`config.mk`:
```
export PLATFORM = sky130hd
export DESIGN_NAME = sub_share_arb
export DESIGN_NICKNAME = d
export VERILOG_FILES = /design/src/rtl/sub_share_arb.sv
export SDC_FILE = /design/constraint.sdc
export NUM_CORES = 1
export LEC_CHECK = 0
export CELL_PAD_IN_SITES_DETAIL_PLACEMENT = 1
export CELL_PAD_IN_SITES_GLOBAL_PLACEMENT = 1
export CORE_UTILIZATION = 30
export CTS_BUF_LIST = sky130_fd_sc_hd__clkbuf_4
export DETAILED_ROUTE_END_ITERATION = 10
export DONT_BUFFER_PORTS = 1
export GPL_TIMING_DRIVEN = 0
export MAX_ROUTING_LAYER = met4
export PLACE_DENSITY_LB_ADDON = 0.1
export SYNTH_ARGS = -nofsm -noshare
export SYNTH_HDL_FRONTEND = slang
export SYNTH_SLANG_ARGS = --single-unit
```
`constraint.sdc`:
```
create_clock -name clk -period 4.8 [get_ports clk]
set_input_delay 0.96 -clock clk [delete_from_list [all_inputs] [get_ports clk]]
set_output_delay 0.96 -clock clk [all_outputs]
set_load 0.005 [all_outputs]
```
`src/rtl/sub_share_arb.sv`:
```
// rtl/sub_share_arb.sv - round-robin scheduler sharing one external W-bit subtractor among NREQ requesters
// Optional floor saturation of the result on borrow: define SUB_ARB_SAT_EN.
module sub_share_arb #(
  parameter int NREQ = 3,
  parameter int W    = 9
) (
  input  logic              clk,
  input  logic              rst,
  input  logic [NREQ-1:0]   req,
  input  logic [NREQ*W-1:0] a_in,
  input  logic [NREQ*W-1:0] b_in,
  output logic [W-1:0]      sub_a,
  output logic [W-1:0]      sub_b,
  input  logic [W-1:0]      sub_d,
  output logic [NREQ-1:0]   grant,
  output logic              busy,
  output logic [NREQ-1:0]   done,
  output logic [W-1:0]      diff,
  output logic              borrow
);

  localparam int PW = (NREQ > 1) ? $clog2(NREQ) : 1;

  typedef enum logic [1:0] {
    IDLE    = 2'd0,
    ISSUE   = 2'd1,
    CAPTURE = 2'd2
  } state_t;

  state_t          state, state_n;
  logic [PW-1:0]   ptr, ptr_n;
  logic [PW-1:0]   owner, owner_n;
  logic [NREQ-1:0] grant_n;
  logic            busy_n;
  logic [NREQ-1:0] done_n;
  logic [W-1:0]    sub_a_n, sub_b_n;
  logic            borrow_r, borrow_r_n;
  logic [W-1:0]    diff_n;
  logic            borrow_n;

  logic            found;
  logic [PW-1:0]   pick;
  logic [PW-1:0]   cand;
  logic [NREQ-1:0] pick_onehot;
  logic [W-1:0]    sel_a, sel_b;

  // Requester index reached 'off' steps after 'base', wrapping at NREQ.
  function automatic logic [PW-1:0] rr_index(input logic [PW-1:0] base, input int off);
    int s;
    s = int'(base) + off;
    if (s >= NREQ) s = s - NREQ;
    return PW'(s);
  endfunction

  always_comb begin
    found = 1'b0;
    pick  = '0;
    cand  = '0;
    for (int j = 0; j < NREQ; j++) begin
      cand = rr_index(ptr, j);
      if (!found && req[cand]) begin
        found = 1'b1;
        pick  = cand;
      end
    end
  end

  always_comb begin
    pick_onehot = '0;
    sel_a       = '0;
    sel_b       = '0;
    for (int i = 0; i < NREQ; i++) begin
      if (pick == PW'(i)) begin
        pick_onehot[i] = 1'b1;
        sel_a          = a_in[i*W +: W];
        sel_b          = b_in[i*W +: W];
      end
    end
  end

  always_ff @(posedge clk or posedge rst) begin
    if (rst) begin
      state    <= IDLE;
      ptr      <= '0;
      owner    <= '0;
      grant    <= '0;
      busy     <= 1'b0;
      done     <= '0;
      sub_a    <= '0;
      sub_b    <= '0;
      borrow_r <= 1'b0;
      diff     <= '0;
      borrow   <= 1'b0;
    end else begin
      state    <= state_n;
      ptr      <= ptr_n;
      owner    <= owner_n;
      grant    <= grant_n;
      busy     <= busy_n;
      done     <= done_n;
      sub_a    <= sub_a_n;
      sub_b    <= sub_b_n;
      borrow_r <= borrow_r_n;
      diff     <= diff_n;
      borrow   <= borrow_n;
    end
  end

  always_comb begin
    state_n    = state;
    ptr_n      = ptr;
    owner_n    = owner;
    grant_n    = grant;
    busy_n     = busy;
    done_n     = '0;
    sub_a_n    = sub_a;
    sub_b_n    = sub_b;
    borrow_r_n = borrow_r;
    diff_n     = diff;
    borrow_n   = borrow;
    case (state)
      IDLE: begin
        if (found) begin
          owner_n    = pick;
          grant_n    = pick_onehot;
          sub_a_n    = sel_a;
          sub_b_n    = sel_b;
          borrow_r_n = (sel_a < sel_b);
          busy_n     = 1'b1;
          state_n    = ISSUE;
        end
      end
      ISSUE: begin
        // Subtractor output settles from the registered operands this cycle.
        state_n = CAPTURE;
      end
      CAPTURE: begin
`ifdef SUB_ARB_SAT_EN
        diff_n = borrow_r ? '0 : sub_d;
`else
        diff_n = sub_d;
`endif
        borrow_n = borrow_r;
        done_n   = grant;
        grant_n  = '0;
        busy_n   = 1'b0;
        ptr_n    = (owner == PW'(NREQ - 1)) ? '0 : owner + PW'(1);
        state_n  = IDLE;
      end
      default: begin
        state_n = IDLE;
      end
    endcase
  end

endmodule

```
==> results of run 1 <==
-- layout by cell type, fill, tap and decap left out, types with 5 or more instances in the layout --
cell / instances
nand3_1: 12
mux2i_1: 16
ha_1: 12
clkbuf_4: 5
mux2_2: 6
clkbuf_1: 9
o211ai_1: 7
nor2b_1: 7
o21ai_0: 12
and3_1: 12
nor2_1: 17
a211o_1: 9
nand2_1: 51
inv_1: 6
a21oi_1: 6
dfrtp_1: 42
and2_1: 12
-- where the power goes --
part	total, W	switching, W	leakage [nW]	internal [W]
registers	0.000647	0.000121	0.523	0.000526
clock network	0.000247	0.000134	0.0433	0.000113
logic	0.00146	0.000865	0.766	0.000594
total	0.00235	0.00112	1.33	0.00123
-- cells by family after synthesis --
logic type	after synthesis	share of synthesized area
buffers and inverters	20	0.03599
adders and majority gates	12	0.05917
AOI/OAI and AO/OA	55	0.1519
DFF	42	0.4142
and+or+nand+nor	125	0.2372
muxes	24	0.1016
-- area by class of cell --
cell class | instances | area, um2 | area share
timing repair buffer | 1 | 20.02 | 0.007214
inverter | 7 | 26.28 | 0.009468
tap | 105 | 131.4 | 0.04734
multi-input combinational | 216 | 1395 | 0.5027
buffer | 13 | 65.06 | 0.02344
sequential | 42 | 1051 | 0.3787
clock inverter | 3 | 48.80 | 0.01758
clock buffer | 5 | 37.54 | 0.01353
-- per-stage QoR --
stage,cell area (um2),cells
3_5_place_dp,2689,384
3_3_place_gp,2669,383
4_1_cts,2775,392
2_1_floorplan,2537,278
5_1_grt,2775,392
6_report,2775,392
-- final timing paths --
kind	start	to	slack (ns)	depth (start not counted)
worst min-delay path	rst	diff[2]	0.47	1
min in group clk	state[1]	state[1]	0.48	1
max in group asynchronous	rst	state[1]	3.82	2
worst max register to register	ptr[0]	borrow_r	0.54	15
worst min register to register	state[1]	state[1]	0.48	1
worst max-delay path	ptr[0]	borrow_r	0.54	15
-- registers in the layout, indices dropped and copies added (netlist names), 2 cells and up --
signal / flops
diff: 9
sub_a: 9
sub_b: 9
done: 3
grant: 3
owner: 2
ptr: 2
state: 2
-- routing by layer --
layer	global-route usage	vias to the layer above	part of all wire	wire, um
met3	0.03883	8	0.055	408
met2	0.2908	69	0.48	3525
li1	-	1008	-	-
met4	0.04615	0	0.012	90
met5	-	-	0	0
met1	0.2249	1015	0.45	3329
==> results_dict.tcl, run 1 <==
set metrics [dict create \
    io-pin-count 103 \
    ys.warnings.count 0 \
    cts_hold_buffers 0 \
    setup_ws_ns 0.5445 \
    die-area_um2 8829 \
    hpwlAfterDp_um 5630 \
    async_flop_share 1.000 \
    hold_slack_ns 0.4677 \
    postCtsSetupBuffers 0 \
    ys_types 40 \
    grt_max_degree 23 \
    diodes 0 \
    hp-class "input pin to async pin" \
    route.detailed.drc 0 \
    netlist_area_um2 2537 \
    viasPerCell 5.357 \
    status "finished clean" \
    path_clk_slew_ns 0.15 \
    grt-ovfl-total 0 \
    grt_pass1_wl_um 11590 \
    grt_antenna_before_repair 0 \
    start_util 0.3088 \
    synth.avg_cell_area_um2 9.127 \
    tightest_slew_ns 0.8001 \
    grtUsageTotal 0.1788 \
    core_region_area_um2 8217 \
    crit_fanout 10 \
    finalPower_w 0.002353 \
    numCtsBuffers 5 \
    max-clock-path-buffers 2 \
    p_leak_nw 1.332 \
    finalSetupViolations 0 \
    htree_levels 2 \
    place_congestion 0.7577 \
    synth_top_area_share 0.4142 \
    worstSkewPairLatency_ns 0.37 \
    area_delta_synth_final_pct 9.369 \
    postSynthCellCount 278 \
    rows 33 \
    path_class "register to register" \
    pre_cts_ws_ns 0.4559 \
    critical_path_arrival_ns 4.50 \
    clock.fmax_mhz 235.0 \
    start_kind "register" \
    root_buffer "clkbuf_4" \
    drive_gt1_frac 0.09059 \
    vdd.ir_drop.worst_mv 0.2542 \
    layout.nets 366 \
    seq_area_frac_synth 0.4142 \
    vias 2100 \
    path_delay_family "compound AO/OA/AOI/OAI gates" \
    die_w_um 93.97 \
    synth.top_cells.by_area "dfrtp_1 (41%), nand2_1 (7.5%), mux2i_1 (6.3%)" \
    die_y_um 93.97 \
    slowest_delay_ns 0.62 \
    tns_ns 0 \
    detail-route-antenna-nets 0 \
    fin_util 0.3377 \
    worstPathRequired_ns 5.04 \
    slew_viol_final 0 \
    yosysMostFrequentCell "nand2_1" \
    yosys_most_used_dff "dfrtp_1" \
    grt_pass1_vias 2206 \
    timing.final.crit_share 0.8866 \
    io_buffers 0 \
    rsz0062_at_grt "false" \
    drv_cap 0 \
    firstDrtPassIters 4 \
    fin_worst_skew_ns 0.02414 \
    wl_um 7354 \
    ys_ff_latch 42 \
    hold_viol_final 0 \
    synth_nets 358 \
    synth_top_area_cell "dfrtp_1" \
    critPathCaptureType "register" \
    period_minus_slack_ns 4.255 \
    synth_edf_count 0 \
    cts_sinks 42 \
    maxSlewHeadroom 0.4641 \
    pwr_density_cell_nw_per_um2 847.8 \
    drt_iter0_drc 74 \
    synth_common_cells "nand2_1 (51), dfrtp_1 (42), nor2_1 (17)" \
    cts_resized 0 \
    critPathSlowestCell "a31oi_1" \
    fillCellCount 977 \
    cts_tree "built" \
    path_cells "inv_1, ha_1, buf_2, and3_1, a311oi_1, a31oi_1, clkbuf_1, a21oi_1, nor2_1, ha_1, nand4_1, nor2_1, o21ai_0, a2111oi_0, o41ai_1" \
    critical_path_buf_inv_count 3 \
    routedWlPerCell_um 18.76 \
]
(Power assumes the default switching activity.)
==> inputs of run 2 (changes only) <==
- CORE_MARGIN: not set -> 1.5
==> run 2 against run 1 <==
Count of clock-buffer cells in the layout is the same; sequential power rose by 0.6%; non-clock buffer count unchanged; die area increased by 2.1%; global-route usage hardly changed; first-iteration DRC count is 24% lower; core utilization is the same; cell area unchanged; sequential share of layout area stayed put.
==> results_dict.tcl, run 2 (synthesis results as in run 1) <==
set metrics [dict create \
    wl_um 7481 \
    hpwlAfterDp_um 5780 \
    fin_worst_skew_ns 0.01549 \
    finalSetupViolations 0 \
    max-clock-path-buffers 2 \
    slew_viol_final 0 \
    start_util 0.3088 \
    reg2reg_from "ptr[0]" \
    tightest_slew_ns 0.8231 \
    detail-route-antenna-nets 0 \
    critPathSlowestCell "a2111oi_0" \
    reg.largest.list "diff (9), sub_a (9), sub_b (9)" \
    place_congestion 0.8121 \
    diodes 0 \
    multi_input_area_um2 1395 \
    area_delta_synth_final_pct 9.369 \
    timing.final.crit_share 0.8940 \
    final_common_cell "nand2_1" \
    postPlaceCellArea_um2 2689 \
    cts_hold_buffers 0 \
    io-pin-count 103 \
    path_delay_family "compound AO/OA/AOI/OAI gates" \
    numCtsBuffers 5 \
    worstRegToRegCells 14 \
    fillCellCount 954 \
    routedWlPerCell_um 19.08 \
    critPathCaptureType "register" \
    io_buffers 0 \
    grt_pass1_vias 2219 \
    vias 2095 \
    layout.nets 366 \
    hp-class "input pin to async pin" \
    route.detailed.drc 0 \
    tns_ns 0 \
    worstPathRequired_ns 5.03 \
    rows 33 \
    cts_sinks 42 \
    path_clk_slew_ns 0.15 \
    stdcell_area_um2 2775 \
    cts_resized 0 \
    hold_viol_final 0 \
    layout_common_cells "nand2_1 (51), dfrtp_1 (42), nor2_1 (17), mux2i_1 (16)" \
    status "finished clean" \
    path_cells "inv_1, ha_1, buf_2, and3_1, a311oi_1, a31oi_1, clkbuf_1, mux2i_1, ha_1, nand4_1, nor2_1, o21ai_0, a2111oi_0, o41ai_1" \
    pwr_density_cell_nw_per_um2 849.2 \
    drive_gt1_frac 0.09059 \
    grt_max_degree 31 \
    firstDrtPassIters 4 \
    core_region_area_um2 8217 \
    critical_path_buf_inv_count 3 \
    grtUsageTotal 0.1785 \
    die_w_um 94.97 \
    die_y_um 94.97 \
    period_minus_slack_ns 4.291 \
    start_kind "register" \
    worst_r2r_endpoint "borrow_r" \
    root_buffer "clkbuf_4" \
    grt_pass1_wl_um 11770 \
    vdd.ir_drop.worst_mv 0.2624 \
    grt_antenna_before_repair 0 \
    slowest_delay_ns 0.67 \
    grt-ovfl-total 0 \
    drt_iter0_drc 56 \
    cts_tree "built" \
    critical_path_arrival_ns 4.52 \
    path_class "register to register" \
    viasPerCell 5.344 \
    r2r_slack_ns 0.51 \
    crit_fanout 10 \
    die-area_um2 9018 \
    clock.fmax_mhz 233.0 \
    crit_top_cell "ha_1" \
    htree_levels 2 \
    drv_cap 0 \
    maxSlewHeadroom 0.4487 \
    p_leak_nw 1.332 \
    worstSkewPairLatency_ns 0.36 \
    rsz0062_at_grt "false" \
    seqCellArea_um2 1051 \
    postCtsSetupBuffers 0 \
]
==> run 2: cell counts in the layout (fill, tap and decap cells not counted) <==
Identical to the previous run, type by type.
==> run 2: cell type report <==
| class | count | share of cell area |
|---|---|---|
| Buffer | 13 | 0.02344 |
| Clock buffer | 5 | 0.01353 |
| Clock inverter | 3 | 0.01758 |
| Inverter | 7 | 0.009468 |
| Multi-Input combinational cell | 216 | 0.5027 |
| Sequential cell | 42 | 0.3787 |
| Tap cell | 105 | 0.04734 |
| Timing Repair Buffer | 1 | 0.007214 |
==> run 2: worst max path at each step <==
stage	start	slack [ns]	end	depth (start not counted)
floorplan	req[1]	1.23	borrow_r	14
global placement	ptr[0]	0.55	borrow_r	14
detailed placement	ptr[0]	0.54	borrow_r	15
CTS	ptr[0]	0.50	borrow_r	15
global route	ptr[0]	0.20	borrow_r	15
finish	ptr[0]	0.51	borrow_r	14
==> run 2: per-stage QoR <==
| step | cells | hold slack, ns | total power, W | utilization | setup slack [ns] |
|---|---|---|---|---|---|
| finish | 392 | 0.4195 | 0.002357 | 0.3377 | 0.5090 |
| global route | 392 | 0.4109 | 0.002630 | 0.3377 | 0.1995 |
| CTS | 392 | 0.4103 | 0.002409 | 0.3377 | 0.5031 |
| detailed placement | 384 | 0.4650 | 0.002149 | 0.3272 | 0.5388 |
| global placement | 383 | 0.4587 | 0.002122 | 0.3248 | 0.5451 |
| floorplan | 278 | 0.4386 | 0.001730 | - | 1.229 |
==> run 2: layer usage <==
layer	vias up	GRT usage	wire (um)
met4	0	0.03358	44
met2	61	0.2982	3683
met5	-	-	0
met3	4	0.03865	393
li1	1007	-	-
met1	1023	0.2227	3360
==> run 2: report_power, final <==
part	internal (W)	switching [W]	total (W)
logic	0.000594	0.000864	0.00146
clock network	0.000113	0.000134	0.000247
registers	0.000526	0.000125	0.000651
total	0.00123	0.00112	0.00236
==> run 2: worst register-to-register path, stage by stage (launching register included) <==
cell and delay, ns:
dfrtp_1 0.41, inv_1 0.09, ha_1 0.31, buf_2 0.21
and3_1 0.18, a311oi_1 0.06, a31oi_1 0.64, clkbuf_1 0.59
mux2i_1 0.18, ha_1 0.33, nand4_1 0.10, nor2_1 0.16
o21ai_0 0.11, a2111oi_0 0.67, o41ai_1 0.12
